$ cat config.mk
export PLATFORM = sky130hd
export DESIGN_NAME = mips_multicycle_core
export DESIGN_NICKNAME = d
export VERILOG_FILES = /design/src/rtl/mips_multicycle_core.sv
export SDC_FILE = /design/constraint.sdc
export NUM_CORES = 2
export LEC_CHECK = 0
export BUFFER_PORTS_ARGS = -buffer_cell sky130_fd_sc_hd__buf_2
export CAP_MARGIN = 20
export CORE_MARGIN = 1
export CORE_UTILIZATION = 50
export DETAILED_ROUTE_END_ITERATION = 16
export PLACE_DENSITY = 0.64
export SLEW_MARGIN = 15
export SYNTH_ARGS = -nofsm -noshare
export SYNTH_HDL_FRONTEND = slang
export SYNTH_SLANG_ARGS = --single-unit
$ cat constraint.sdc
create_clock -name CLK -period 7 [get_ports CLK]
set_clock_uncertainty 0.05 [all_clocks]
set_input_delay 1.4 -clock CLK [delete_from_list [all_inputs] [get_ports CLK]]
set_output_delay 1.4 -clock CLK [all_outputs]
set_load 0.01 [all_outputs]
$ cat src/rtl/mips_multicycle_core.sv
// Multi-cycle MIPS32 subset core: one FSM, one shared ALU, one unified memory port (req/ready).
// Optional PERF_CNT_EN macro adds cycle_cnt/instr_cnt performance counter outputs.
module mips_multicycle_core #(
    parameter logic [31:0] RESET_PC = 32'h0000_0000,
    parameter logic [4:0]  TEST_REG = 5'd8,
    parameter int unsigned TEST_W   = 16
) (
    input  logic              CLK,
    input  logic              Reset,
    output logic              mem_req,
    output logic              mem_we,
    output logic [31:0]       mem_addr,
    output logic [31:0]       mem_wdata,
    input  logic [31:0]       mem_rdata,
    input  logic              mem_ready,
    output logic              halted,
    output logic [TEST_W-1:0] test_value
`ifdef PERF_CNT_EN
    ,
    output logic [31:0]       cycle_cnt,
    output logic [31:0]       instr_cnt
`endif
);

    typedef enum logic [3:0] {
        StFetch, StDecode, StMemAdr, StMemRd, StMemWb, StMemWr, StExec,
        StAluWb, StAddiEx, StAddiWb, StBranch, StJump, StHalt
    } state_e;

    typedef enum logic [2:0] {AluAdd, AluSub, AluAnd, AluOr, AluSlt} alu_op_e;

    localparam logic [5:0] OpRtype = 6'h00;
    localparam logic [5:0] OpLw    = 6'h23;
    localparam logic [5:0] OpSw    = 6'h2B;
    localparam logic [5:0] OpBeq   = 6'h04;
    localparam logic [5:0] OpAddi  = 6'h08;
    localparam logic [5:0] OpJ     = 6'h02;

    state_e      state_q;
    logic [31:0] pc_q, ir_q, a_q, b_q, alu_out_q, mdr_q;
    logic [31:0] regs_q [32];
    logic        halted_q;

    logic [5:0]  opcode, funct;
    logic [4:0]  rs, rt, rd;
    logic [31:0] simm;

    assign opcode = ir_q[31:26];
    assign rs     = ir_q[25:21];
    assign rt     = ir_q[20:16];
    assign rd     = ir_q[15:11];
    assign funct  = ir_q[5:0];
    assign simm   = {{16{ir_q[15]}}, ir_q[15:0]};

    // Shared ALU: operand and operation selection depends on the current state
    logic [31:0] alu_a, alu_b, alu_y;
    alu_op_e     alu_op;

    always_comb begin
        alu_a  = a_q;
        alu_b  = b_q;
        alu_op = AluAdd;
        case (state_q)
            StFetch: begin
                alu_a = pc_q;
                alu_b = 32'd4;
            end
            StDecode: begin
                alu_a = pc_q;
                alu_b = {simm[29:0], 2'b00};
            end
            StMemAdr, StAddiEx: alu_b = simm;
            StExec: begin
                case (funct)
                    6'h22:   alu_op = AluSub;
                    6'h24:   alu_op = AluAnd;
                    6'h25:   alu_op = AluOr;
                    6'h2A:   alu_op = AluSlt;
                    default: alu_op = AluAdd;
                endcase
            end
            default: ;
        endcase
    end

    always_comb begin
        case (alu_op)
            AluSub:  alu_y = alu_a - alu_b;
            AluAnd:  alu_y = alu_a & alu_b;
            AluOr:   alu_y = alu_a | alu_b;
            AluSlt:  alu_y = {31'd0, $signed(alu_a) < $signed(alu_b)};
            default: alu_y = alu_a + alu_b;
        endcase
    end

    // Memory port; gated by Reset so an in-flight access cannot complete during reset
    always_comb begin
        mem_req   = 1'b0;
        mem_we    = 1'b0;
        mem_addr  = pc_q;
        mem_wdata = b_q;
        if (!Reset) begin
            case (state_q)
                StFetch: mem_req = 1'b1;
                StMemRd: begin
                    mem_req  = 1'b1;
                    mem_addr = alu_out_q;
                end
                StMemWr: begin
                    mem_req  = 1'b1;
                    mem_we   = 1'b1;
                    mem_addr = alu_out_q;
                end
                default: ;
            endcase
        end
    end

    always_ff @(posedge CLK) begin
        if (Reset) begin
            state_q   <= StFetch;
            pc_q      <= RESET_PC;
            ir_q      <= '0;
            a_q       <= '0;
            b_q       <= '0;
            alu_out_q <= '0;
            mdr_q     <= '0;
            halted_q  <= 1'b0;
            for (int i = 0; i < 32; i++) regs_q[i] <= '0;
        end else begin
            case (state_q)
                StFetch: begin
                    if (mem_ready) begin
                        ir_q    <= mem_rdata;
                        pc_q    <= alu_y;
                        state_q <= StDecode;
                    end
                end
                StDecode: begin
                    a_q       <= regs_q[rs];
                    b_q       <= regs_q[rt];
                    alu_out_q <= alu_y;
                    case (opcode)
                        OpRtype:    state_q <= StExec;
                        OpLw, OpSw: state_q <= StMemAdr;
                        OpBeq:      state_q <= StBranch;
                        OpAddi:     state_q <= StAddiEx;
                        OpJ:        state_q <= StJump;
                        default: begin
                            state_q  <= StHalt;
                            halted_q <= 1'b1;
                        end
                    endcase
                end
                StMemAdr: begin
                    alu_out_q <= alu_y;
                    state_q   <= (opcode == OpLw) ? StMemRd : StMemWr;
                end
                StMemRd: begin
                    if (mem_ready) begin
                        mdr_q   <= mem_rdata;
                        state_q <= StMemWb;
                    end
                end
                StMemWb: begin
                    if (rt != 5'd0) regs_q[rt] <= mdr_q;
                    state_q <= StFetch;
                end
                StMemWr: begin
                    if (mem_ready) state_q <= StFetch;
                end
                StExec: begin
                    alu_out_q <= alu_y;
                    state_q   <= StAluWb;
                end
                StAluWb: begin
                    if (rd != 5'd0) regs_q[rd] <= alu_out_q;
                    state_q <= StFetch;
                end
                StAddiEx: begin
                    alu_out_q <= alu_y;
                    state_q   <= StAddiWb;
                end
                StAddiWb: begin
                    if (rt != 5'd0) regs_q[rt] <= alu_out_q;
                    state_q <= StFetch;
                end
                StBranch: begin
                    if (a_q == b_q) pc_q <= alu_out_q;
                    state_q <= StFetch;
                end
                StJump: begin
                    pc_q    <= {pc_q[31:28], ir_q[25:0], 2'b00};
                    state_q <= StFetch;
                end
                default: state_q <= StHalt;
            endcase
        end
    end

    assign halted     = halted_q;
    assign test_value = regs_q[TEST_REG][TEST_W-1:0];

`ifdef PERF_CNT_EN
    logic [31:0] cycle_q, instr_q;
    logic        instr_done;

    // Every path that returns to fetch marks one retired instruction
    always_comb begin
        instr_done = (state_q == StMemWb) || (state_q == StAluWb) || (state_q == StAddiWb) ||
                     (state_q == StBranch) || (state_q == StJump) ||
                     ((state_q == StMemWr) && mem_ready);
    end

    always_ff @(posedge CLK) begin
        if (Reset) begin
            cycle_q <= '0;
            instr_q <= '0;
        end else if (state_q != StHalt) begin
            cycle_q <= cycle_q + 32'd1;
            if (instr_done) instr_q <= instr_q + 32'd1;
        end
    end

    assign cycle_cnt = cycle_q;
    assign instr_cnt = instr_q;
`endif

endmodule
# Word-level counts from Yosys, hierarchy flattened
# Memories as Yosys holds them, arrays and structs flattened. A register that Yosys moved wholly into a read port is not among the register bits.
# Cells that the tools add are included.
# op_classes
div_mod_pow	0
mux	40
shift	0
n_eq_ne	29
n_reduce_logical	22
order_cmp	1
multipliers	0
bitwise_logic	5
n_addsub	2
# op_table
cell	count
$mux 32	8
$pmux 32 s3	2
$pmux 32 s4	1
$reduce_or 32->1	2
$eq 6x6->1 const B	6
$add 32x32->32	1
$and 32x32->32	1
$eq 32x32->1	1
$lt 32x32->1	1
$or 32x32->32	1
$pmux 4 s8	1
$sub 32x32->32	1
$pmux 4 s5	1
$mux 1	19
$eq 4x3->1 const B	4
$eq 4x4->1 const B	4
$mux 4	3
$pmux 3 s4	1
$mux 5	2
$reduce_bool 5->1	2
$eq 4x2->1 const B	2
$ne 2x2->1 const B	4
$reduce_or 2->1	4
$eq 3x2->1 const B	2
other kinds (20)	25
# word_totals
rom_bits	0
word_cells	107
out_inout_bits	83
ram_bits	1024
latchBits	0
mem_count	1
reg_bits	133
in_bits	35
# memory_table
name	depth	width	read_ports	rd_ports_with_merged_regs	write_ports	line	source
regs_q	32	32	3	2	32	41	logic [31:0] regs_q [32];

# Depth between registers and ports, before layout
# logic_depth
depth_word	9
depth_mapped	19
depth_no_buf	17

# Worst setup path after synthesis
# Ideal clock, no wire load.
# synth_path
path_type	input to register
from	in Reset
to	mem regs_q[25][0], enable pin
path_slack_ns	2.712
t_arrival_ns	3.849
path_buffers	2
setup_time_ns	0.389
stages	9
t_required_ns	6.561
cell_sequence	clkbuf_1 -> nor2_1 -> nand3_1 -> nor2_4 -> mux2i_1 -> nor2b_1 -> nand2_1 -> clkbuf_1 -> nand2_1
# synth_lines
element	line	source
from (decl)	9	input logic Reset,
to (decl)	41	

# Final worst setup path
# layout_path
from	reg state_q[3]
to	reg pc_q[0]
# layout_via
elab_chain_len	7
elab_cells_between_ends	28
classes_between	2 x add/sub; 1 x order compare; 12 x eq/ne; 6 x mux; 2 x bitwise; 5 x reduce/logical
# layout_rtl
element	line	source
from (decl)	39	state_e state_q;
from (signal assigned)	121	state_q <= StFetch;
from (signal assigned)	136	state_q <= StDecode;
from (signal assigned)	144	OpRtype: state_q <= StExec;
$eq 4x4->1 (tied with other cells)	63	case (state_q)
$reduce_or 2->1 (on tied branches)	-	
$pmux 32 s3 or $mux 32 (tied branches)	63	
$add 32x32->32 (tied with other cells)	92	default: alu_y = alu_a + alu_b;
$pmux 32 s4	87	case (alu_op)
$mux 32	133	if (mem_ready) begin
$pmux 32 s3	131	case (state_q)
to (signal assigned)	135	pc_q <= alu_y;
to (signal assigned)	189	if (a_q == b_q) pc_q <= alu_out_q;
to (signal assigned)	193	pc_q <= {pc_q[31:28], ir_q[25:0], 2'b00};
to (decl)	40	logic [31:0] pc_q, ir_q, a_q, b_q, alu_out_q, mdr_q;
# Parallel ways exist; a longest one is shown, timed or not. The select of a mux whose other input is x is not followed.
# A chain may end at the register's enable or synchronous reset.

==> impl_metrics.toml <==
[outcome]
status = "finished, final reports clean"

[final_layout]
instances_no_fill = 6964
drive_above_1_share_pct = 24.8
layout-area-overhead-vs-synth_pct = 11.2
multi_input_area_sq_um = 29600
seqCellArea_sq_um = 34700
fillers = 10500
finalNetCount = 5231

[logic_synthesis]
synth_top_area_share_pct = 46.4
avgSynthCellArea_sq_um = 12.8
synthCells = 5164
synth_top_family_by_area = "multiplexers"
synth.area.mux_share_pct = 24.1
synth_top_area_cell = "edfxtp_1"
ys_top_cells_by_area = "edfxtp_1, mux4_2, nor2_1, dfxtp_1, nand2_1"
seq_area_frac_synth_pct = 52.4
yosysWarnings = 0
synth-simple-area-share_pct = 10.7
synthAdderAreaFrac_pct = 1.87
synth-edff-count = 1024
ys_ff_latch = 1221
synth_compound_area_share_pct = 6.48
synthDistinctLibCells = 95
ys_async_sr_fraction_pct = 0
synth-xor-area-share_pct = 0.516
synth-main-ff-cell = "edfxtp_1"
syn_area_sq_um = 66300

[die]
die_h_microns = 366
ioPinCount = 118
floorplan.rows = 133
die_w_microns = 366
die_area_sq_um = 134000
core_sq_um = 131000
initial_utilization_pct = 50.4

[power_and_ir_drop]
p_leak_nw = 24.2
vdd_drop_max_mv = 0.206
power_density_nw_per_um2 = 373

[placement]
io_buffer_count = 117
place_congestion = 0.983
post-place-ws_ns = 1.43
hpwl_mm = 145
placedCellCount = 6706

[timing]
fin_ws_ns = 1.35
hold_violations = 0
drv_slew = 0
fmax_ghz = 0.177
fin_crit_ns = 5.65
period_share_pct = 80.7
slew_headroom_pct = 20.4
fin_tns_setup_ns = 0
grt_setup_unrepaired = "false"
worst_pin_slew_ns = 1.19
setup_viol = 0

[drt]
postRouteAntennaNets = 0
wirelength_mm = 227
vias = 46800
via_per_inst = 6.72
drc = 0
drt_iter0_drc = 6421
first_pass_iters = 5
routedWlPerCell_microns = 32.6

[setup_path]
cp.arrival_ns = 6.22
crit_chain = "xnor2_1 > nor3_2 > buf_4 > inv_1 > nand2_1 > buf_4 > nand2_1 > o21a_1 > ha_1 > or2_1 > nor3_1 > o31ai_2 > a2111oi_2 > nand2b_1 > a21oi_1 > o31ai_1 > a221oi_1"
cp_slowest_cell = "dfxtp_1"
r2r_end = "pc_q[0]$_SDFFE_PP0P_"
r2r_setup_slack_ns = 1.35
crit_path_start_kind = "flip-flop"
cp_max_fo = 22
required_ns = 7.57
r2r_cells = 17
r2r-start = "state_q[3]$_SDFFE_PP0P_"
critPathMaxStageDelay_ns = 0.86
crit_type = "flip-flop to flip-flop"
cp-end-kind = "flip-flop"

[grt]
grt_max_degree = 118
antenna_found_initial = 7
grt_usage_pct = 33.7
first_global_vias = 45700
grt_pass1_wl_mm = 324
grt_overflow = 0

[worst_hold_path]
hold_depth = 2
min-delay-start = "pc_q[15]$_SDFFE_PP0P_"
hp-class = "flip-flop to flip-flop"
min_to = "pc_q[15]$_SDFFE_PP0P_"

[clock_network]
cts_tree = "yes"
clock-sinks = 1221
post_cts_buffers = 0
cts_htree_levels = 4
insertion_delay_ns = 0.78
ctsResizeCount = 0
cts_root_buf = "clkbuf_16"
clkTransAtPathRegs_ns = 0.06
clockBufferDepth = 3
cts_inserted_buffers = 135
holdBufCountCts = 0

[run]
drv_cap = 0
## routing by layer
layer  global-route usage, %  share of wire, %  vias up
met5                       0             0.021        -
met4                    16.6               5.4        6
met3                    6.98                11      606
met2                    54.0                48     3104
met1                    43.9                36    23800
li1                        -                 -    19300
## cell usage after synthesis (7+ instances only)
library cell and count:
nor4_1 23, nor2_1 1177, nand2b_1 11, a221o_1 12, o21ai_1 17, mux2i_1 117
a21o_1 21, o221ai_1 10, or3_1 7, a221oi_1 7, mux4_2 640, o21a_1 21
a21oi_1 219, ha_1 96, a31oi_1 17, nand3_1 21, and2_1 15, inv_1 94
mux2_2 32, clkbuf_1 266, o31ai_1 11, xor2_1 33, o22ai_1 9, nand2_1 387
nor2b_1 25, dfxtp_1 197, buf_2 190, buf_1 35, edfxtp_1 1024, nor3_1 32
o21ai_0 59, a211oi_1 117, o211ai_1 17, o21bai_1 16, buf_4 17, and3_1 20
a211o_1 13, nand4_1 10
## per-stage QoR
step	hold slack (ns)	area, sq um	util, %	power [mW]
after floorplan	0.386	66400	-	16.5
after global placement	0.401	68700	52.2	20.1
after detailed placement	0.416	69000	52.5	20.2
after CTS	0.425	73400	55.8	27.2
after global routing	0.450	73700	56.0	28.5
final	0.428	73700	56.0	27.5
## power by group
| part | switching, mW | internal, mW | total, mW |
|---|---|---|---|
| Clock | 3.01 | 4.14 | 7.15 |
| Sequential | 0.946 | 8.45 | 9.39 |
| Combinational | 6.81 | 4.13 | 10.9 |
## flip-flops by register name, indices dropped and copies added, names as in the netlist
| name | cells |
|---|---|
| alu_out_q | 32 |
| ir_q | 32 |
| pc_q | 32 |
| mem_wdata | 32 |
| halted | 1 |
| mdr_q | 32 |
| state_q | 4 |
| regs_q | 1024 |
| a_q | 32 |
## layout by cell type, fill, tap and decap left out, types with 25 or more instances in the layout
cell type,Yosys,layout
mux2_2,32,32
clkinv_1,5,26
o21ai_0,59,59
a21oi_1,219,219
ha_1,96,96
xor2_1,33,33
buf_4,17,131
clkbuf_1,266,33
nor2_1,1177,1176
clkbuf_16,0,138
inv_1,94,94
mux2i_4,0,26
dfxtp_1,197,185
nand2_2,0,61
conb_1,1,32
nor2b_1,25,25
mux4_2,640,640
mux2i_1,117,85
buf_2,190,116
nor3_1,32,28
nand2_1,387,325
edfxtp_1,1024,1024
a211oi_1,117,117
## worst max-delay path: cells and delay by family, from the launching register on
family	cells	cell delay [ns]
AO/OA/AOI/OAI	6	1.47
buffers and inverters	3	0.82
flip-flops	1	0.86
adder cells (fa/ha/maj)	1	0.44
AND/OR/NAND/NOR	6	1.65
XOR/XNOR	1	0.19
## worst max path at each step
stage	to	start	slack, ns
floorplan	regs_q[25][0]$_SDFFCE_PN0P_	Reset	2.71
global placement	pc_q[26]$_SDFFE_PP0P_	state_q[3]$_SDFFE_PP0P_	1.53
detailed placement	pc_q[26]$_SDFFE_PP0P_	state_q[3]$_SDFFE_PP0P_	1.43
CTS	pc_q[26]$_SDFFE_PP0P_	state_q[3]$_SDFFE_PP0P_	1.44
global route	pc_q[26]$_SDFFE_PP0P_	state_q[3]$_SDFFE_PP0P_	1.06
finish	pc_q[0]$_SDFFE_PP0P_	state_q[3]$_SDFFE_PP0P_	1.35
## final cells by class
class                      count  area share, %
sequential                  1221           47.1
clock buffer                 177           4.97
inverter                     103          0.525
multi-input combinational   3358           40.2
antenna                        2        0.00679
tap                         1755           2.98
clock inverter                69          0.953
timing repair buffer         279           3.22
## cells by family after synthesis
logic type                 after synthesis
and+or+nand+nor                       1757
DFF                                   1221
muxes                                  789
AOI/OAI and AO/OA                      643
buffers and inverters                  616
adders and majority gates               98
xor gates and xnor gates                39
other                                    1
Note: power is estimated with default switching activity, not from simulation.
